[src/rtl/stall_ctrl_pkg.sv]
// Shared opcode constants, FSM state type and stall-source encoding for the
// stall controller and the hazard unit.
package stall_ctrl_pkg;

  localparam logic [4:0] OPC_HLT     = 5'b10001;
  localparam logic [4:0] OPC_LD      = 5'b10100;
  localparam logic [2:0] OPC_JMP_PFX = 3'b111;

  typedef enum logic [1:0] {
    IDLE     = 2'd0,
    LD_WAIT  = 2'd1,
    JMP_WAIT = 2'd2,
    HALT     = 2'd3
  } state_e;

  localparam logic [1:0] SRC_NONE = 2'b00;
  localparam logic [1:0] SRC_LD   = 2'b01;
  localparam logic [1:0] SRC_JMP  = 2'b10;
  localparam logic [1:0] SRC_HALT = 2'b11;

endpackage

[src/rtl/stall_decode.sv]
// Opcode classifier: flags halt, load and jump instructions (HLT > LD > JUMP).
module stall_decode
  import stall_ctrl_pkg::*;
(
  input  logic [4:0] op,
  output logic       hlt,
  output logic       ld,
  output logic       jmp
);

  always_comb begin
    hlt = (op == OPC_HLT);
    ld  = !hlt && (op == OPC_LD);
    jmp = !hlt && !ld && (op[4:2] == OPC_JMP_PFX);
  end

endmodule

[src/rtl/stall_ctrl_gen.sv]
// Pipeline stall controller: programmable load/jump stall depth, halt until
// resume, stall source flag. STALL_CTRL_PERF_EN adds a saturating stall-cycle counter.
module stall_ctrl_gen
  import stall_ctrl_pkg::*;
#(
  parameter int INS_W     = 24,
  parameter int LD_STALL  = 1,
  parameter int JMP_STALL = 2
) (
  input  logic             clk,
  input  logic             reset,
  input  logic [INS_W-1:0] ins,
  input  logic             resume,
  output logic             stall,
  output logic             stall_pm,
  output logic [1:0]       stall_src
`ifdef STALL_CTRL_PERF_EN
  ,
  output logic [15:0]      perf_stall_cnt
`endif
);

  // state    | meaning
  // IDLE     | decoding ins every cycle
  // LD_WAIT  | load stall in progress, cnt cycles left, then one masked cycle
  // JMP_WAIT | jump stall in progress, cnt cycles left, then one masked cycle
  // HALT     | held until resume

  localparam int MAX_STALL = (LD_STALL > JMP_STALL) ? LD_STALL : JMP_STALL;
  localparam int CNT_W     = $clog2(MAX_STALL + 1);

  logic             is_hlt, is_ld, is_jmp;
  state_e           state_q, state_d;
  logic [CNT_W-1:0] cnt_q, cnt_d;
  logic             stall_pm_q, stall_pm_d;

  stall_decode u_decode (
    .op  (ins[INS_W-1 -: 5]),
    .hlt (is_hlt),
    .ld  (is_ld),
    .jmp (is_jmp)
  );

  if (INS_W > 5) begin : g_ins_low
    logic unused_ins_low;
    assign unused_ins_low = ^ins[INS_W-6:0];
  end

  always_comb begin
    state_d   = state_q;
    cnt_d     = cnt_q;
    stall     = 1'b0;
    stall_src = SRC_NONE;
    unique case (state_q)
      IDLE: begin
        if (is_hlt) begin
          stall     = 1'b1;
          stall_src = SRC_HALT;
          state_d   = HALT;
        end else if (is_ld) begin
          stall     = 1'b1;
          stall_src = SRC_LD;
          cnt_d     = CNT_W'(LD_STALL - 1);
          state_d   = LD_WAIT;
        end else if (is_jmp) begin
          stall     = 1'b1;
          stall_src = SRC_JMP;
          cnt_d     = CNT_W'(JMP_STALL - 1);
          state_d   = JMP_WAIT;
        end
      end
      // At cnt==0 the still-held instruction is ignored so it is not re-decoded.
      LD_WAIT, JMP_WAIT: begin
        if (cnt_q != '0) begin
          stall     = 1'b1;
          stall_src = (state_q == LD_WAIT) ? SRC_LD : SRC_JMP;
          cnt_d     = cnt_q - CNT_W'(1);
        end else begin
          state_d = IDLE;
        end
      end
      HALT: begin
        if (resume) begin
          state_d = IDLE;
        end else begin
          stall     = 1'b1;
          stall_src = SRC_HALT;
        end
      end
      default: state_d = IDLE;
    endcase
    stall_pm_d = stall;
  end

  always_ff @(posedge clk or negedge reset) begin
    if (!reset) begin
      state_q    <= IDLE;
      cnt_q      <= '0;
      stall_pm_q <= 1'b0;
    end else begin
      state_q    <= state_d;
      cnt_q      <= cnt_d;
      stall_pm_q <= stall_pm_d;
    end
  end

  assign stall_pm = stall_pm_q;

`ifdef STALL_CTRL_PERF_EN
  logic [15:0] perf_q, perf_d;

  always_comb begin
    perf_d = perf_q;
    if (stall && (perf_q != 16'hFFFF)) perf_d = perf_q + 16'd1;
  end

  always_ff @(posedge clk or negedge reset) begin
    if (!reset) perf_q <= '0;
    else        perf_q <= perf_d;
  end

  assign perf_stall_cnt = perf_q;
`endif

endmodule
[config.mk]
export PLATFORM = sky130hd
export DESIGN_NAME = stall_ctrl_gen
export DESIGN_NICKNAME = d
export VERILOG_FILES = /design/src/rtl/stall_ctrl_pkg.sv /design/src/rtl/stall_decode.sv /design/src/rtl/stall_ctrl_gen.sv
export SDC_FILE = /design/constraint.sdc
export NUM_CORES = 1
export LEC_CHECK = 0
export CAP_MARGIN = 40
export CORE_AREA = 3 3 40 42
export DETAILED_ROUTE_END_ITERATION = 8
export DIE_AREA = 0 0 43 45
export GPL_TIMING_DRIVEN = 0
export PLACE_DENSITY_LB_ADDON = 0.15
export SLEW_MARGIN = 20
export SYNTH_ARGS = -nofsm -noshare
export SYNTH_HDL_FRONTEND = slang
export SYNTH_SLANG_ARGS = --single-unit
[constraint.sdc]
create_clock -name clk -period 2.6 [get_ports clk]
set_clock_uncertainty 0.05 [all_clocks]
set_input_delay 0.78 -clock clk [delete_from_list [all_inputs] [get_ports clk]]
set_output_delay 0.78 -clock clk [all_outputs]
set_load 0.02 [all_outputs]
=== After elaboration in Yosys (flattened, before gate mapping) ===
Cells that the tools add are included.

* Bits of input ports: 27
* Logic and storage cells: 51
* Register bits: 5

* Multiplexer cells: 24
* Add/sub/neg operators: 1
* Reductions and logical operators: 11
* Equality and inequality tests: 12

{| class="wikitable"
|+ Operators by type and width
! operator !! count
|-
| two-way mux 2 bit || 15
|-
| case mux 2 bit (3 select lines) || 2
|-
| == test 5 bit, second input constant || 2
|-
| inequality test 2 bit, second input constant || 4
|-
| two-way mux 1 bit || 5
|-
| == test 2 bit, second input constant || 2
|-
| inequality test 4 bit, second input constant || 1
|-
| case mux 2 bit (2 select lines) || 1
|-
| AND reduction 4 bit || 1
|-
| nonzero test 2 bit || 2
|-
| == test 3 bit, second input constant || 1
|-
| logical AND 1 bit || 3
|-
| inequality test 3 bit, second input constant || 1
|-
| case mux 1 bit (3 select lines) || 1
|-
| AND reduction 3 bit || 1
|-
| == test 2 x 1 -> 1 bit, second input constant || 1
|-
| logical NOT 1 bit || 2
|-
| logical NOT 2 bit || 1
|-
| OR reduction 2 bit || 1
|-
| subtractor 2 x 1 -> 2 bit, second input constant || 1
|}

=== Depth between registers and ports, before layout ===
Gate-level depths: netlist of the first run.

* Depth in word-level cells: 10
* Gate-level depth with buffers: 6
* Gate-level depth less buffers: 6

=== Hierarchy ===
Synthesis of the first run repeated with hierarchy kept, for this count alone.

* Cell total of the unflattened synthesis: 45
* Area, all modules: 435.4 um^2

{| class="wikitable"
|+ By module, submodules not included
! module !! seq. area each (um^2) !! cells each !! instances !! area each (um^2)
|-
| stall_ctrl_gen || 125.1 || 41 || 1 || 395.4
|-
| stall_decode || 0.0 || 4 || 1 || 40.0
|}

=== Worst setup path after synthesis of the first run ===
No wires, ideal clock.

* Kind: input port to output port
* Start point: in ins[22]
* End point: out stall_src[1]
* Stages on the path: 4
* Arrival: 1.630 ns
* Path buffers: 0
* Slack: 0.140 ns
* Path through: or3b_1 -> o21ai_0 -> nand3_1 -> o21ai_0

* Longest elaborated chain between the ends: 10

{| class="wikitable"
|+ RTL lines
! what !! line !! RTL
|-
| from (decl) || stall_ctrl_gen.sv:12 || <nowiki>input logic [INS_W-1:0] ins,</nowiki>
|-
| == test 5 bit || stall_decode.sv:12 || <nowiki>hlt = (op == OPC_HLT);</nowiki>
|-
| logical NOT 1 bit || stall_decode.sv:13, stall_decode.sv:14 ||
|-
| logical AND 1 bit || stall_decode.sv:13 || <nowiki>ld = !hlt && (op == OPC_LD);</nowiki>
|-
| logical NOT 1 bit || stall_decode.sv:14 || <nowiki>jmp = !hlt && !ld && (op[4:2] == OPC_JMP_PFX);</nowiki>
|-
| logical AND 1 bit (2 in series) || stall_decode.sv:14 ||
|-
| two-way mux 2 bit || stall_ctrl_gen.sv:65 || <nowiki>end else if (is_jmp) begin</nowiki>
|-
| two-way mux 2 bit || stall_ctrl_gen.sv:60 || <nowiki>end else if (is_ld) begin</nowiki>
|-
| two-way mux 2 bit * || stall_ctrl_gen.sv:56 || <nowiki>if (is_hlt) begin</nowiki>
|-
| case mux 2 bit (3 select lines) * || stall_ctrl_gen.sv:54 || <nowiki>unique case (state_q)</nowiki>
|-
| to (decl) || stall_ctrl_gen.sv:16 || <nowiki>output logic [1:0] stall_src</nowiki>
|}

Every way passes the cells marked *; elsewhere a longest branch is shown, timed or not.

=== Final worst setup path of the first run ===
Same ends and word-level chain as after synthesis.

==> results of run 1 <==
[state kept, by name (all words and copies together) (netlist names)]
register / flops
cnt_q: 2
state_q: 2
stall_pm: 1
[through the flow]
stage / worst slack (ns) / setup TNS [ns] / total power [uW] / area (um^2)
after floorplan: 0.1400 / 0 / 394.9 / 462.9
after global placement: -0.9692 / -2.812 / 509.4 / 591.8
after detailed placement: -0.9849 / -2.853 / 509.4 / 591.8
after CTS: 0.0005443 / 0 / 627.6 / 651.9
after global routing: -0.04145 / -0.05783 / 745.9 / 720.7
final: 0.03081 / 0 / 678.3 / 720.7
[power groups by stage]
| stage | registers (uW) | clock network [uW] | logic [uW] |
|---|---|---|---|
| after floorplan | 129 | 0 | 266 |
| after global placement | 123 | 0 | 387 |
| after detailed placement | 122 | 0 | 387 |
| after CTS | 122 | 95.1 | 411 |
| after global routing | 125 | 102 | 519 |
| final | 121 | 91.0 | 466 |
[cell type report]
type / count / share of cell area
multi-input combinational: 44 / 0.5295
tap: 15 / 0.02604
clock buffer: 4 / 0.03646
sequential: 5 / 0.1736
timing repair buffer: 17 / 0.2135
inverter: 4 / 0.02083
[worst paths after layout]
kind / cells past startpoint / slack, ns / startpoint / end
setup / recovery: 6 / 0.03 / ins[22] / stall_src[1]
hold / removal: 2 / 0.49 / cnt_q[1] / cnt_q[1]
setup reg to reg: 6 / 1.01 / state_q[0] / state_q[0]
hold reg to reg: 2 / 0.49 / cnt_q[1] / cnt_q[1]
max in group asynchronous: 1 / 1.60 / reset / cnt_q[1]
min in group asynchronous: 1 / 0.70 / reset / stall_pm
[layer usage]
layer  wire length (um)  track usage  up-vias
met1                489       0.1687      195
li1                   -            -      231
met3                 48      0.05976        0
met4                  0      0.03614        0
met5                  0            0        -
met2                523       0.2006        7
[critical path, delay by kind of cell]
kind	cells	cell delay, ns
AND/OR/NAND/NOR	2	0.48
buffers and inverters	2	0.25
AO/OA/AOI/OAI	2	0.23
[cell usage after synthesis (2+ instances only)]
cell type  count
o21ai_0        4
nor2b_1        3
ha_1           5
mux2i_1        3
nor2_1         2
inv_1          4
nand3_1        3
nand2_1        4
and2b_2        2
dfrtp_1        5
[kinds of logic after synthesis]
kind of cell             count (synthesis)  synth area share
AND/OR/NAND/NOR                         22            0.2892
AO/OA/AOI/OAI                           13            0.1892
adder cells (fa/ha/maj)                  5            0.1351
flip-flops                               5            0.2703
buffers and inverters                    4           0.03242
multiplexers                             3           0.06487
XOR/XNOR                                 1           0.01892
[repair_timing]
action	CTS	global route
setup buffers	3	3
endpoints found under the setup margin	3	3
gates resized for setup	40	16
pin swaps	3	3
cloned	0	0
==> impl_metrics.toml, run 1 <==
[run_status]
status = "completed"

[timing]
finalCritPeriodShare = 0.9881
max_clock_freq_mhz = 389.2
hold_viol_final = 0
worst_hold_slack_ns = 0.4859
relSlewSlack = 0.8491
min_period_ns = 2.569
maxSlewViolCount = 0
worstMarginPinSlew_ns = 0.2257
rsz0062_at_grt = "true"
setup_viol = 0

[final_layout]
syn_to_final_growth_pct = 55.68
diodes = 0
instances_no_fill = 89
ff_latch_area_um2 = 125.1
final_cell_mix = "buf_4 (7), dfrtp_1 (5), inv_1 (4), nand2_1 (4), ha_1 (4)"
drive_gt1_frac = 0.4054
multi_input_area_um2 = 381.6
nFillCells = 134
layout_commonest_cell = "buf_4"
final_util = 0.5609
num-nets-final = 107

[setup_path]
max_stage_delay_ns = 0.40
crit_slowest_cell = "or3b_4"
crit_type = "in2out"
path_cells = "buf_8, or3b_4, o21ai_2, nand3_1, o21ai_1, buf_4"
end_kind = "output pin"
arrival_ns = 1.74
cp_max_fo = 4
start_kind = "input pin"
required_ns = 1.77

[logic_synthesis]
synth_top_area_frac = 0.2703
synth_area_um2 = 462.9
ys_types = 28
yosysWarningCount = 0
ys.flop_type = "dfrtp_1"
syn_inst = 53
syn-num-nets = 85
syn_area_per_cell_um2 = 8.735
yosysTopAreaCell = "dfrtp_1"
ys_ff_latch = 5
synthArstFlopShare = 1.000
synth_area_leaders = "dfrtp_1 (27%), ha_1 (14%), mux2i_1 (6.5%)"
synth_seq_area_share = 0.2703
synth-edff-count = 0

[place]
gp_congestion = 0.7079
numPortBuffers = 11
dp_hpwl_um = 734.5
placedCellCount = 79

[floorplanning]
die_x_um = 43
start_util = 0.3603
io_pins = 31
fp-row-count = 13
die_y_um = 45
coreArea_um2 = 1285
die_area_um2 = 1935

[global_routing]
grt_overflow_total = 0
grt_pass1_wl_um = 1842
antenna_found_initial = 0
grt_pass1_vias = 417
grt_start_max_net_pins = 9
grt.total_usage = 0.1314

[power_and_ir_drop]
internal_power_uw = 401.8
seqPwrFrac = 0.179
combPwrFrac = 0.687
leakage_uw = 0.0003522
switching_share = 0.4076
p_clk_frac = 0.134
ir_worst_vdd_v = 0.0004562
power_switching_uw = 276.5
pwr_density_cell_nw_per_um2 = 941.2

[route]
vias = 433
remaining_drc_errors = 0
vias_per_cell = 4.865
drt_iter0_markers = 7
drt-total-wl_um = 1061
wl_per_cell_um = 11.92
drtPass1Iterations = 4
ant_nets = 0

[clock_network]
clock_latency_ns = 0.24
cts_sinks = 5
cts-htree-levels = 1
clockRootBuffer = "clkbuf_4"
clockBufferDepth = 2
clk_pin_slew_ns = 0.04
ctsHoldBuffers = 0
tritoncts = "built"
numCtsBuffers = 3

[min_path]
hold_class = "reg2reg"

[run]
maxCapViolCount = 0
Note: power is estimated with default switching activity, not from simulation.
==> run 2, diff against run 1 <==
Settings changed: ABC_AREA from default to 1.
==> run 2 against run 1 <==
Synthesized cell count up 23%. Total power up 7.7%. Fmax up 2.5%. Sequential share of layout area down 0.72 points. Count of clock-buffer cells in the layout unchanged. Non-clock buffer count up 9. Sequential power up 9%. Die area unchanged. Register-to-register slack better by 0.03 ns. Critical path depth up 10. Utilization up 2.4 points. Largest power group unchanged.
==> impl_metrics.toml, run 2 <==
[run_status]
status = "completed"

[clock_network]
ctsHoldBuffers = 0
clk_pin_slew_ns = 0.04
numCtsBuffers = 3
clockRootBuffer = "clkbuf_4"
cts-htree-levels = 1
tritoncts = "built"
clockBufferDepth = 2
cts_sinks = 5
clock_latency_ns = 0.24

[logic_synthesis]
synthArstFlopShare = 1.000
yosysTopAreaCell = "dfrtp_1"
synth-edff-count = 0
yosysWarningCount = 0
ys.flop_type = "dfrtp_1"
synth_commonest_cells = "nand2_1 (21), inv_1 (8), nand3_1 (6)"
synth_top_area_frac = 0.2801
synth_seq_area_share = 0.2801
ys_ff_latch = 5
synth_area_um2 = 446.7
syn_area_per_cell_um2 = 6.872
syn_inst = 65
synth_area_leaders = "dfrtp_1 (28%), nand2_1 (18%), ha_1 (14%)"
ys_types = 18
syn-num-nets = 97
synth.most_common_cell = "nand2_1"

[setup_path]
crit_path_frequent_cell = "buf_4"
cp_max_fo = 4
arrival_ns = 2.58
crit_slowest_cell = "clkdlybuf4s15_1"
path_buf_inv = 10
required_ns = 2.68
path_delay_family = "buffers and inverters"
max_stage_delay_ns = 0.19
end_kind = "flop"
start_kind = "input pin"
crit_type = "in2reg"
path_cells = "clkdlybuf4s15_1, nor2_2, nand3_2, buf_6, buf_4, buf_4, buf_4, buf_4, buf_4, buf_4, buf_4, buf_4, nand3_2, nand2_2, nand2_1, nand2_1"

[place]
dp_hpwl_um = 680.1
dpl_cell_area_um2 = 575.6
place_ws_ns = -0.6607
numPortBuffers = 11
gp_congestion = 0.6978
placedCellCount = 91

[timing]
setup_viol = 0
hold_viol_final = 0
finalCritPeriodShare = 0.9645
timing.final.ws_setup_ns = 0.09234
maxSlewViolCount = 0
max_clock_freq_mhz = 398.8
worstMarginPinSlew_ns = 0.3665
relSlewSlack = 0.7557
min_period_ns = 2.508

[final_layout]
num-nets-final = 128
diodes = 0
drive_gt1_frac = 0.4842
instances_no_fill = 110
layout_commonest_cell = "nand2_1"
syn_to_final_growth_pct = 68.35
final_util = 0.5852
nFillCells = 121
final_cell_mix = "nand2_1 (18), buf_4 (13), inv_1 (6)"
design_area_um2 = 752.0

[route]
ant_nets = 0
vias = 512
drt_iter0_markers = 6
remaining_drc_errors = 0
vias_per_cell = 4.655
wl_per_cell_um = 11.33
drt-total-wl_um = 1246
drtPass1Iterations = 4

[power_and_ir_drop]
ir_worst_vdd_v = 0.0005549
pwr_density_cell_nw_per_um2 = 971.4
leakage_uw = 0.0004164
p_total_uw = 730.5

[floorplanning]
start_util = 0.3476
die_area_um2 = 1935
fp-row-count = 13
die_x_um = 43
die_y_um = 45
coreArea_um2 = 1285
io_pins = 31

[global_routing]
grt_overflow_total = 0
grt_pass1_vias = 444
grt.total_usage = 0.1238
antenna_found_initial = 0
grt_pass1_wl_um = 1731
grt_start_max_net_pins = 8

[min_path]
hold_class = "reg2reg"

[run]
maxCapViolCount = 0
[run 2: cell types whose count changed after synthesis, moves of 2 or more]
| cell | delta |
|---|---|
| and2b_2 | -2 |
| inv_1 | +4 |
| inv_2 | +2 |
| mux2i_1 | -3 |
| nand2_1 | +17 |
| nand3_1 | +3 |
| nor2_1 | +2 |
| nor2b_1 | -3 |
| o21ai_0 | -4 |
| o21ai_1 | +4 |
[run 2: repair_timing]
action                     in CTS  in global routing
cloned                          0                  0
buffers inserted               11                  4
resized for setup              26                 19
pin swaps                       5                  8
setup endpoints to repair       3                  5
[run 2: cell type report]
cell class              instances  area (um^2)  share of cell area
repair buffers                 26        216.5              0.2879
multi-input cells              49        321.6              0.4276
inverters                      11        43.79             0.05824
well taps                      15        18.77             0.02496
clock buffers                   4        26.28             0.03494
flip-flops and latches          5        125.1              0.1664
[run 2: routing by layer]
metal	global-route usage	routed length [um]
met3	0.03187	58
met4	0.09036	24
met5	0	0
met1	0.1491	513
met2	0.1916	649
[run 2: kinds of logic after synthesis]
group / share of synthesized area
flip-flops: 0.2801
AND/OR/NAND/NOR: 0.4258
adder cells (fa/ha/maj): 0.1401
buffers and inverters: 0.09806
AO/OA/AOI/OAI: 0.05601
[run 2: metrics by stage]
| stage | hold slack, ns | setup TNS [ns] |
|---|---|---|
| global route | 0.4868 | -0.04126 |
| global placement | 0.4333 | -1.797 |
| floorplan | 0.4088 | 0 |
| detailed placement | 0.4479 | -1.807 |
| finish | 0.4501 | 0 |
| CTS | 0.4569 | 0 |
[run 2: final timing paths]
path / slack, ns / end / from / depth (start not counted)
max reg2reg: 1.04 / state_q[0] / state_q[1] / 9
min in group asynchronous: 0.71 / state_q[1] / reset / 1
max in group asynchronous: 1.62 / cnt_q[0] / reset / 1
max: 0.09 / state_q[1] / ins[20] / 16
min: 0.45 / cnt_q[1] / cnt_q[1] / 2
min reg2reg: 0.45 / cnt_q[1] / cnt_q[1] / 2
[run 2: worst register-to-register path, cell delays in order, from the launching register on]
cell and delay (ns):
dfrtp_1 0.39, inv_2 0.07, ha_4 0.26, inv_2 0.05, or2_4 0.24, nand2_4 0.06
inv_4 0.04, buf_4 0.14, nand3_1 0.09, nand2_1 0.06
[run 2: power by group]
group	total (uW)	switching (uW)	leakage [uW]	internal [uW]
Sequential	132	21.1	0.0000641	110
Clock	86.7	28.9	0.0000150	57.8
Combinational	512	286	0.000337	227
